File: src/rtl/stream_rr_arbiter_pkg.sv
// Shared types and constants for the round-robin stream arbiter.
package stream_arb_pkg;

    typedef enum logic {ARB_IDLE, ARB_GRANT} arb_state_t;

    localparam int BEAT_TOTAL_W = 16;

endpackage

File: src/rtl/stream_rr_arbiter_if.sv
// Requester-side and consumer-side stream signals of the arbiter.
interface stream_rr_arbiter_if #(
    parameter int NUM_REQ    = 4,
    parameter int DATA_WIDTH = 8
);
    logic [NUM_REQ-1:0]            req_valid;
    logic [NUM_REQ*DATA_WIDTH-1:0] req_data;
    logic [NUM_REQ-1:0]            req_last;
    logic [NUM_REQ-1:0]            req_ready;
    logic                          out_valid;
    logic [DATA_WIDTH-1:0]         out_data;
    logic                          out_ready;

    modport slave (
        input  req_valid, req_data, req_last, out_ready,
        output req_ready, out_valid, out_data
    );

    modport master (
        output req_valid, req_data, req_last, out_ready,
        input  req_ready, out_valid, out_data
    );
endinterface

File: src/rtl/stream_rr_arbiter_rr_pick.sv
// Rotating priority encoder: first valid index after ptr, modulo NUM_REQ.
module rr_pick
    import stream_arb_pkg::*;
#(
    parameter int NUM_REQ = 4,
    parameter int IDX_W   = $clog2(NUM_REQ)
) (
    input  logic [NUM_REQ-1:0] valid,
    input  logic [IDX_W-1:0]   ptr,
    output logic               found,
    output logic [IDX_W-1:0]   idx
);

    int unsigned cand;

    // Wrap by subtraction so non-power-of-two NUM_REQ works.
    always_comb begin
        found = 1'b0;
        idx   = '0;
        cand  = 0;
        for (int unsigned k = 1; k <= NUM_REQ; k++) begin
            cand = 32'(ptr) + k;
            if (cand >= NUM_REQ) begin
                cand = cand - NUM_REQ;
            end
            if (!found && valid[cand[IDX_W-1:0]]) begin
                found = 1'b1;
                idx   = cand[IDX_W-1:0];
            end
        end
    end

endmodule

File: src/rtl/stream_rr_arbiter.sv
// Round-robin burst arbiter feeding a single ready/valid stream consumer.
module stream_rr_arbiter
    import stream_arb_pkg::*;
#(
    parameter int NUM_REQ    = 4,
    parameter int DATA_WIDTH = 8,
    parameter int MAX_BURST  = 4,
    localparam int IDX_W     = $clog2(NUM_REQ)
) (
    input  logic                    clk,
    input  logic                    rst,
    stream_rr_arbiter_if.slave      bus,
    output logic                    grant_active,
    output logic [IDX_W-1:0]        grant_id,
    output logic [BEAT_TOTAL_W-1:0] beat_total
);

    arb_state_t              state;
    arb_state_t              state_nxt;
    logic [IDX_W-1:0]        grant_q;
    logic [IDX_W-1:0]        ptr_q;
    logic [IDX_W-1:0]        pick_idx;
    logic                    pick_found;
    logic [7:0]              beat_cnt;
    logic [BEAT_TOTAL_W-1:0] total_q;
    logic                    accept;
    logic                    burst_end;
    logic                    cur_valid;
    logic                    cur_last;

    rr_pick #(
        .NUM_REQ (NUM_REQ),
        .IDX_W   (IDX_W)
    ) u_pick (
        .valid (bus.req_valid),
        .ptr   (ptr_q),
        .found (pick_found),
        .idx   (pick_idx)
    );

    assign cur_valid = bus.req_valid[grant_q];
    assign cur_last  = bus.req_last[grant_q];

    // Outputs are forced low during reset, even before the FSM has been cleared.
    always_comb begin
        bus.out_valid = 1'b0;
        bus.out_data  = '0;
        bus.req_ready = '0;
        grant_active  = 1'b0;
        if (!rst && state == ARB_GRANT) begin
            grant_active           = 1'b1;
            bus.out_valid          = cur_valid;
            bus.out_data           = bus.req_data[grant_q*DATA_WIDTH +: DATA_WIDTH];
            bus.req_ready[grant_q] = bus.out_ready;
        end
    end

    assign accept     = bus.out_valid & bus.out_ready;
    assign burst_end  = accept && (cur_last || ({1'b0, beat_cnt} + 9'd1 == 9'(MAX_BURST)));
    assign grant_id   = rst ? '0 : grant_q;
    assign beat_total = rst ? '0 : total_q;

    always_comb begin
        state_nxt = state;
        case (state)
            ARB_IDLE:  if (pick_found) state_nxt = ARB_GRANT;
            ARB_GRANT: if (burst_end)  state_nxt = ARB_IDLE;
            default:   state_nxt = ARB_IDLE;
        endcase
    end

    always_ff @(posedge clk) begin
        if (rst) begin
            state <= ARB_IDLE;
        end else begin
            state <= state_nxt;
        end
    end

    always_ff @(posedge clk) begin
        if (rst) begin
            ptr_q    <= IDX_W'(NUM_REQ - 1);
            grant_q  <= '0;
            beat_cnt <= '0;
            total_q  <= '0;
        end else begin
            if (state == ARB_IDLE && pick_found) begin
                grant_q  <= pick_idx;
                beat_cnt <= '0;
            end
            if (accept) begin
                beat_cnt <= beat_cnt + 8'd1;
                total_q  <= total_q + 16'd1;
            end
            if (burst_end) begin
                ptr_q <= grant_q;
            end
        end
    end

endmodule

File: src/flat_wrapper.sv
// flat-port wrapper written by rule: the top's interface ports become plain ports
module stream_rr_arbiter_flat import stream_arb_pkg::*;
#(
    parameter int NUM_REQ    = 4,
    parameter int DATA_WIDTH = 8,
    parameter int MAX_BURST  = 4,
    localparam int IDX_W     = $clog2(NUM_REQ)
)
  (clk, rst, grant_active, grant_id, beat_total, bus_req_valid, bus_req_data, bus_req_last, bus_out_ready, bus_req_ready, bus_out_valid, bus_out_data);
  stream_rr_arbiter_if #(.NUM_REQ(NUM_REQ), .DATA_WIDTH(DATA_WIDTH)) bus_i ();
  input  logic clk;
  input  logic rst;
  output logic grant_active;
  output logic [IDX_W-1:0] grant_id;
  output logic [BEAT_TOTAL_W-1:0] beat_total;
  input wire logic [$bits(bus_i.req_valid)-1:0] bus_req_valid;
  input wire logic [$bits(bus_i.req_data)-1:0] bus_req_data;
  input wire logic [$bits(bus_i.req_last)-1:0] bus_req_last;
  input wire logic [$bits(bus_i.out_ready)-1:0] bus_out_ready;
  output wire logic [$bits(bus_i.req_ready)-1:0] bus_req_ready;
  output wire logic [$bits(bus_i.out_valid)-1:0] bus_out_valid;
  output wire logic [$bits(bus_i.out_data)-1:0] bus_out_data;
  assign bus_i.req_valid = bus_req_valid;
  assign bus_i.req_data = bus_req_data;
  assign bus_i.req_last = bus_req_last;
  assign bus_i.out_ready = bus_out_ready;
  assign bus_req_ready = bus_i.req_ready;
  assign bus_out_valid = bus_i.out_valid;
  assign bus_out_data = bus_i.out_data;
  stream_rr_arbiter #(.NUM_REQ(NUM_REQ), .DATA_WIDTH(DATA_WIDTH), .MAX_BURST(MAX_BURST)) u_core (.clk(clk), .rst(rst), .bus(bus_i), .grant_active(grant_active), .grant_id(grant_id), .beat_total(beat_total));
endmodule
File: config.mk
export PLATFORM = sky130hd
export DESIGN_NAME = stream_rr_arbiter_flat
export DESIGN_NICKNAME = d
export VERILOG_FILES = /design/src/rtl/stream_rr_arbiter_pkg.sv /design/src/rtl/stream_rr_arbiter_if.sv /design/src/rtl/stream_rr_arbiter_rr_pick.sv /design/src/rtl/stream_rr_arbiter.sv /design/src/flat_wrapper.sv
export SDC_FILE = /design/constraint.sdc
export NUM_CORES = 1
export LEC_CHECK = 0
export CAP_MARGIN = 20
export CORE_ASPECT_RATIO = 1.1
export CORE_UTILIZATION = 30
export CTS_BUF_LIST = sky130_fd_sc_hd__clkbuf_16
export CTS_CLUSTER_DIAMETER = 60
export CTS_CLUSTER_SIZE = 28
export DETAILED_ROUTE_END_ITERATION = 10
export PLACE_DENSITY = 0.66
export SYNTH_ARGS = -nofsm -noshare
export SYNTH_HDL_FRONTEND = slang
export SYNTH_SLANG_ARGS = --single-unit
export TNS_END_PERCENT = 10
File: constraint.sdc
create_clock -name clk -period 2.86 [get_ports clk]
set_input_delay 0.572 -clock clk [delete_from_list [all_inputs] [get_ports clk]]
set_output_delay 0.572 -clock clk [all_outputs]
set_load 0.005 [all_outputs]
==> results of run 1 <==
critical path, delay by kind of cell:
| family | cells | cell delay, ns |
|---|---|---|
| simple gates | 1 | 0.17 |
| mux | 1 | 0.51 |
| buf+inv | 2 | 0.92 |
routing by layer:
metal / vias up / track usage / routed length, um
li1: 974 / - / -
met5: - / 0 / 0
met1: 886 / 0.171 / 2110
met2: 46 / 0.253 / 2450
met4: 0 / 0.0496 / 75
met3: 8 / 0.0387 / 290
placed cells by master (no fill, tap or decap), drive strengths merged, types with 2 or more instances in the layout:
master / instances
a211oi: 2
a21oi: 16
a31oi: 2
and2: 12
and3: 4
and3b: 3
and4: 3
buf: 7
clkbuf: 5
clkdlybuf4s50: 74
dfxtp: 29
ha: 3
inv: 7
mux2i: 2
mux4: 10
nand2: 9
nand2b: 2
nand3: 10
nand3b: 3
nand4: 7
nor2: 34
nor2b: 16
nor3: 5
nor3b: 3
o21ai: 10
or3: 3
xnor2: 5
xor2: 7
registers in the layout, indices dropped and copies added, names as in the netlist:
signal and flops:
u_core.grant_q 2, u_core.state 1, u_core.ptr_q 2, u_core.total_q 16, u_core.beat_cnt 8
cells in the mapped netlist, drive strengths merged (4+ instances only):
library cell / instances / area (um^2)
nor2: 34 / 135
mux4: 10 / 244
a21oi: 16 / 83.8
clkbuf: 10 / 37.5
nand2: 9 / 36.3
inv: 6 / 22.5
buf: 6 / 51.3
dfxtp: 29 / 581
nand3: 10 / 50.1
xor2: 7 / 61.3
nor3: 5 / 25.0
nand4: 7 / 43.8
o21ai: 10 / 53.8
nor2b: 16 / 100
and2: 12 / 77.6
and3: 4 / 25.0
xnor2: 5 / 43.8
layout make-up:
cell class | instances | area share
inverter | 6 | 0.00770
clock buffer | 5 | 0.0428
sequential | 29 | 0.199
clock inverter | 2 | 0.00257
timing repair buffer | 81 | 0.271
multi-input combinational | 182 | 0.443
tap | 80 | 0.0342
worst max-delay path by stage:
stage               slack, ns  cells after the start               end
finish                   0.11                      4     bus_out_valid
global route             0.07                      4  bus_req_ready[0]
CTS                      0.13                      4     bus_out_valid
detailed placement       0.13                      4     bus_out_valid
global placement         0.17                      4     bus_out_valid
floorplan                0.83                      4   bus_out_data[4]
cells by family after synthesis:
group,after synthesis,share of synthesized area
muxes,12,0.133
xor gates and xnor gates,12,0.0529
AOI/OAI and AO/OA,38,0.123
DFF,29,0.292
buffers and inverters,22,0.0560
and+or+nand+nor,117,0.324
adders and majority gates,3,0.0189
through the flow:
step	cell area [um^2]	setup WS [ns]	hold WS [ns]	util	instances
2_1_floorplan	1990	0.830	0.457	-	233
6_report	2920	0.112	0.490	0.466	385
3_5_place_dp	2790	0.131	0.487	0.445	378
5_1_grt	2920	0.0679	0.512	0.466	385
3_3_place_gp	2790	0.165	0.474	0.445	378
4_1_cts	2920	0.127	0.493	0.466	385
power groups by stage:
| stage | sequential (mW) | combinational (mW) | clock [mW] |
|---|---|---|---|
| 6_report | 0.426 | 0.236 | 0.475 |
| 5_1_grt | 0.427 | 0.257 | 0.508 |
| 4_1_cts | 0.426 | 0.240 | 0.494 |
| 3_5_place_dp | 0.434 | 0.239 | 0 |
| 3_3_place_gp | 0.433 | 0.235 | 0 |
| 2_1_floorplan | 0.426 | 0.128 | 0 |
==> results.toml, run 1 <==
[run_status]
status = "finished, final reports clean"

[clock_network]
cts-root-buf = "clkbuf_16"
numCtsBuffers = 5
clkLatencyLatePin_ns = 0.27
cts.sinks = 29
cts_resized = 0
htreeDepth = 2
cts_buffer_depth = 2
clk_pin_slew_ns = 0.05
cts_tree = "yes"
cts_setup_buffers = 0
cts_hold_buf = 0

[global_route]
grt_usage = 0.145
grt_pass1_vias = 1743
grt_max_degree = 33
antenna_found_initial = 0
grt_pass1_wl_mm = 7.99
grt.overflow.total = 0

[die]
core_um2 = 6270
die_y_um = 87.4
rows = 30
die_w_um = 79.6
start_util = 0.317
die_area_um2 = 6950
io_pins = 75

[timing]
fin_skew_ns = 0.00251
relSlewSlack = 0.557
rsz0062_at_grt = "no"
setup_viol_count_final = 0
post-route-min-period_ns = 2.75
tightest_slew_ns = 0.664
fin_tns_setup_ns = 0
fin_crit_sh = 0.961
fmax_mhz = 364
drv_slew = 0
final_hold_viol_count = 0

[power]
switchingPower_mw = 0.265
combinationalPowerShare = 0.208
pwr-share-seq = 0.374
power_mw = 1.14
p_sw_frac = 0.233
clkPwrFrac = 0.418
leakage_nw = 1.05
ir_drop_v = 0.000285
power.internal_mw = 0.871
p_per_area_nw_per_um2 = 389

[synthesis]
syn-cell-area_um2 = 1990
synth_edf_count = 0
synth_cells = 233
ys_ff_latch = 29
ys_seq_area_frac = 0.292
synth_ff_type = "dfxtp_1"
syn_area_per_cell_um2 = 8.53
yosysWarnings = 0
synth_nets = 279
async_flop_share = 0
synth_cell_types = 48

[drt]
vias = 1914
finalWirelength_mm = 4.93
wire_per_inst_um = 12.8
initialDrtViolationCount = 89
ant_nets = 0
dr.pass1.iters = 4
viasPerCell = 4.97
drc = 0

[min_path]
hp-start = "u_core.total_q[1]$_SDFFE_PP0P_"
holdPathEnd = "u_core.total_q[1]$_SDFFE_PP0P_"
min_path_cells = 2
hold_path.class = "reg2reg"

[critical_path]
path_max_fanout = 5
reg2reg_to = "u_core.ptr_q[1]$_SDFFE_PP1P_"
cp-end-kind = "output pin"
arrival_ns = 2.18
crit_required_ns = 2.29
ff2ff_path_depth = 6
max_stage_delay_ns = 0.51
critical_path.slowest_cell = "mux4_2"
reg2reg_from = "u_core.grant_q[1]$_SDFFE_PP0P_"
startpoint = "bus_req_valid[3]"
worst_setup_path_start_kind = "primary input"
critPathKind = "in2out"
worstPathCellList = "clkdlybuf4s50_1, mux4_2, and2_1, clkdlybuf4s50_1"
crit_path_frequent_cell = "clkdlybuf4s50_1"
rrSetupSlack_ns = 0.67

[job]
drv_cap = 0

[cells_and_area]
multi_input_area_um2 = 1290
drive_gt1_frac = 0.0787
regArea_um2 = 581
syn2layout_area_growth_pct = 47.2
final_nets = 351
fill_cells = 621
antenna_cells = 0

[placement]
portBuffers = 74
place.gp.congestion = 0.777
dp_hpwl_mm = 3.66
Note: power is estimated with default switching activity, not from simulation.
==> run 2: changes to the inputs <==
- CTS_CLUSTER_SIZE: 28 -> default
- TNS_END_PERCENT: 10 -> default
==> results of run 2 <==
Final layout, timing and power as in run 1 (identical DEF).
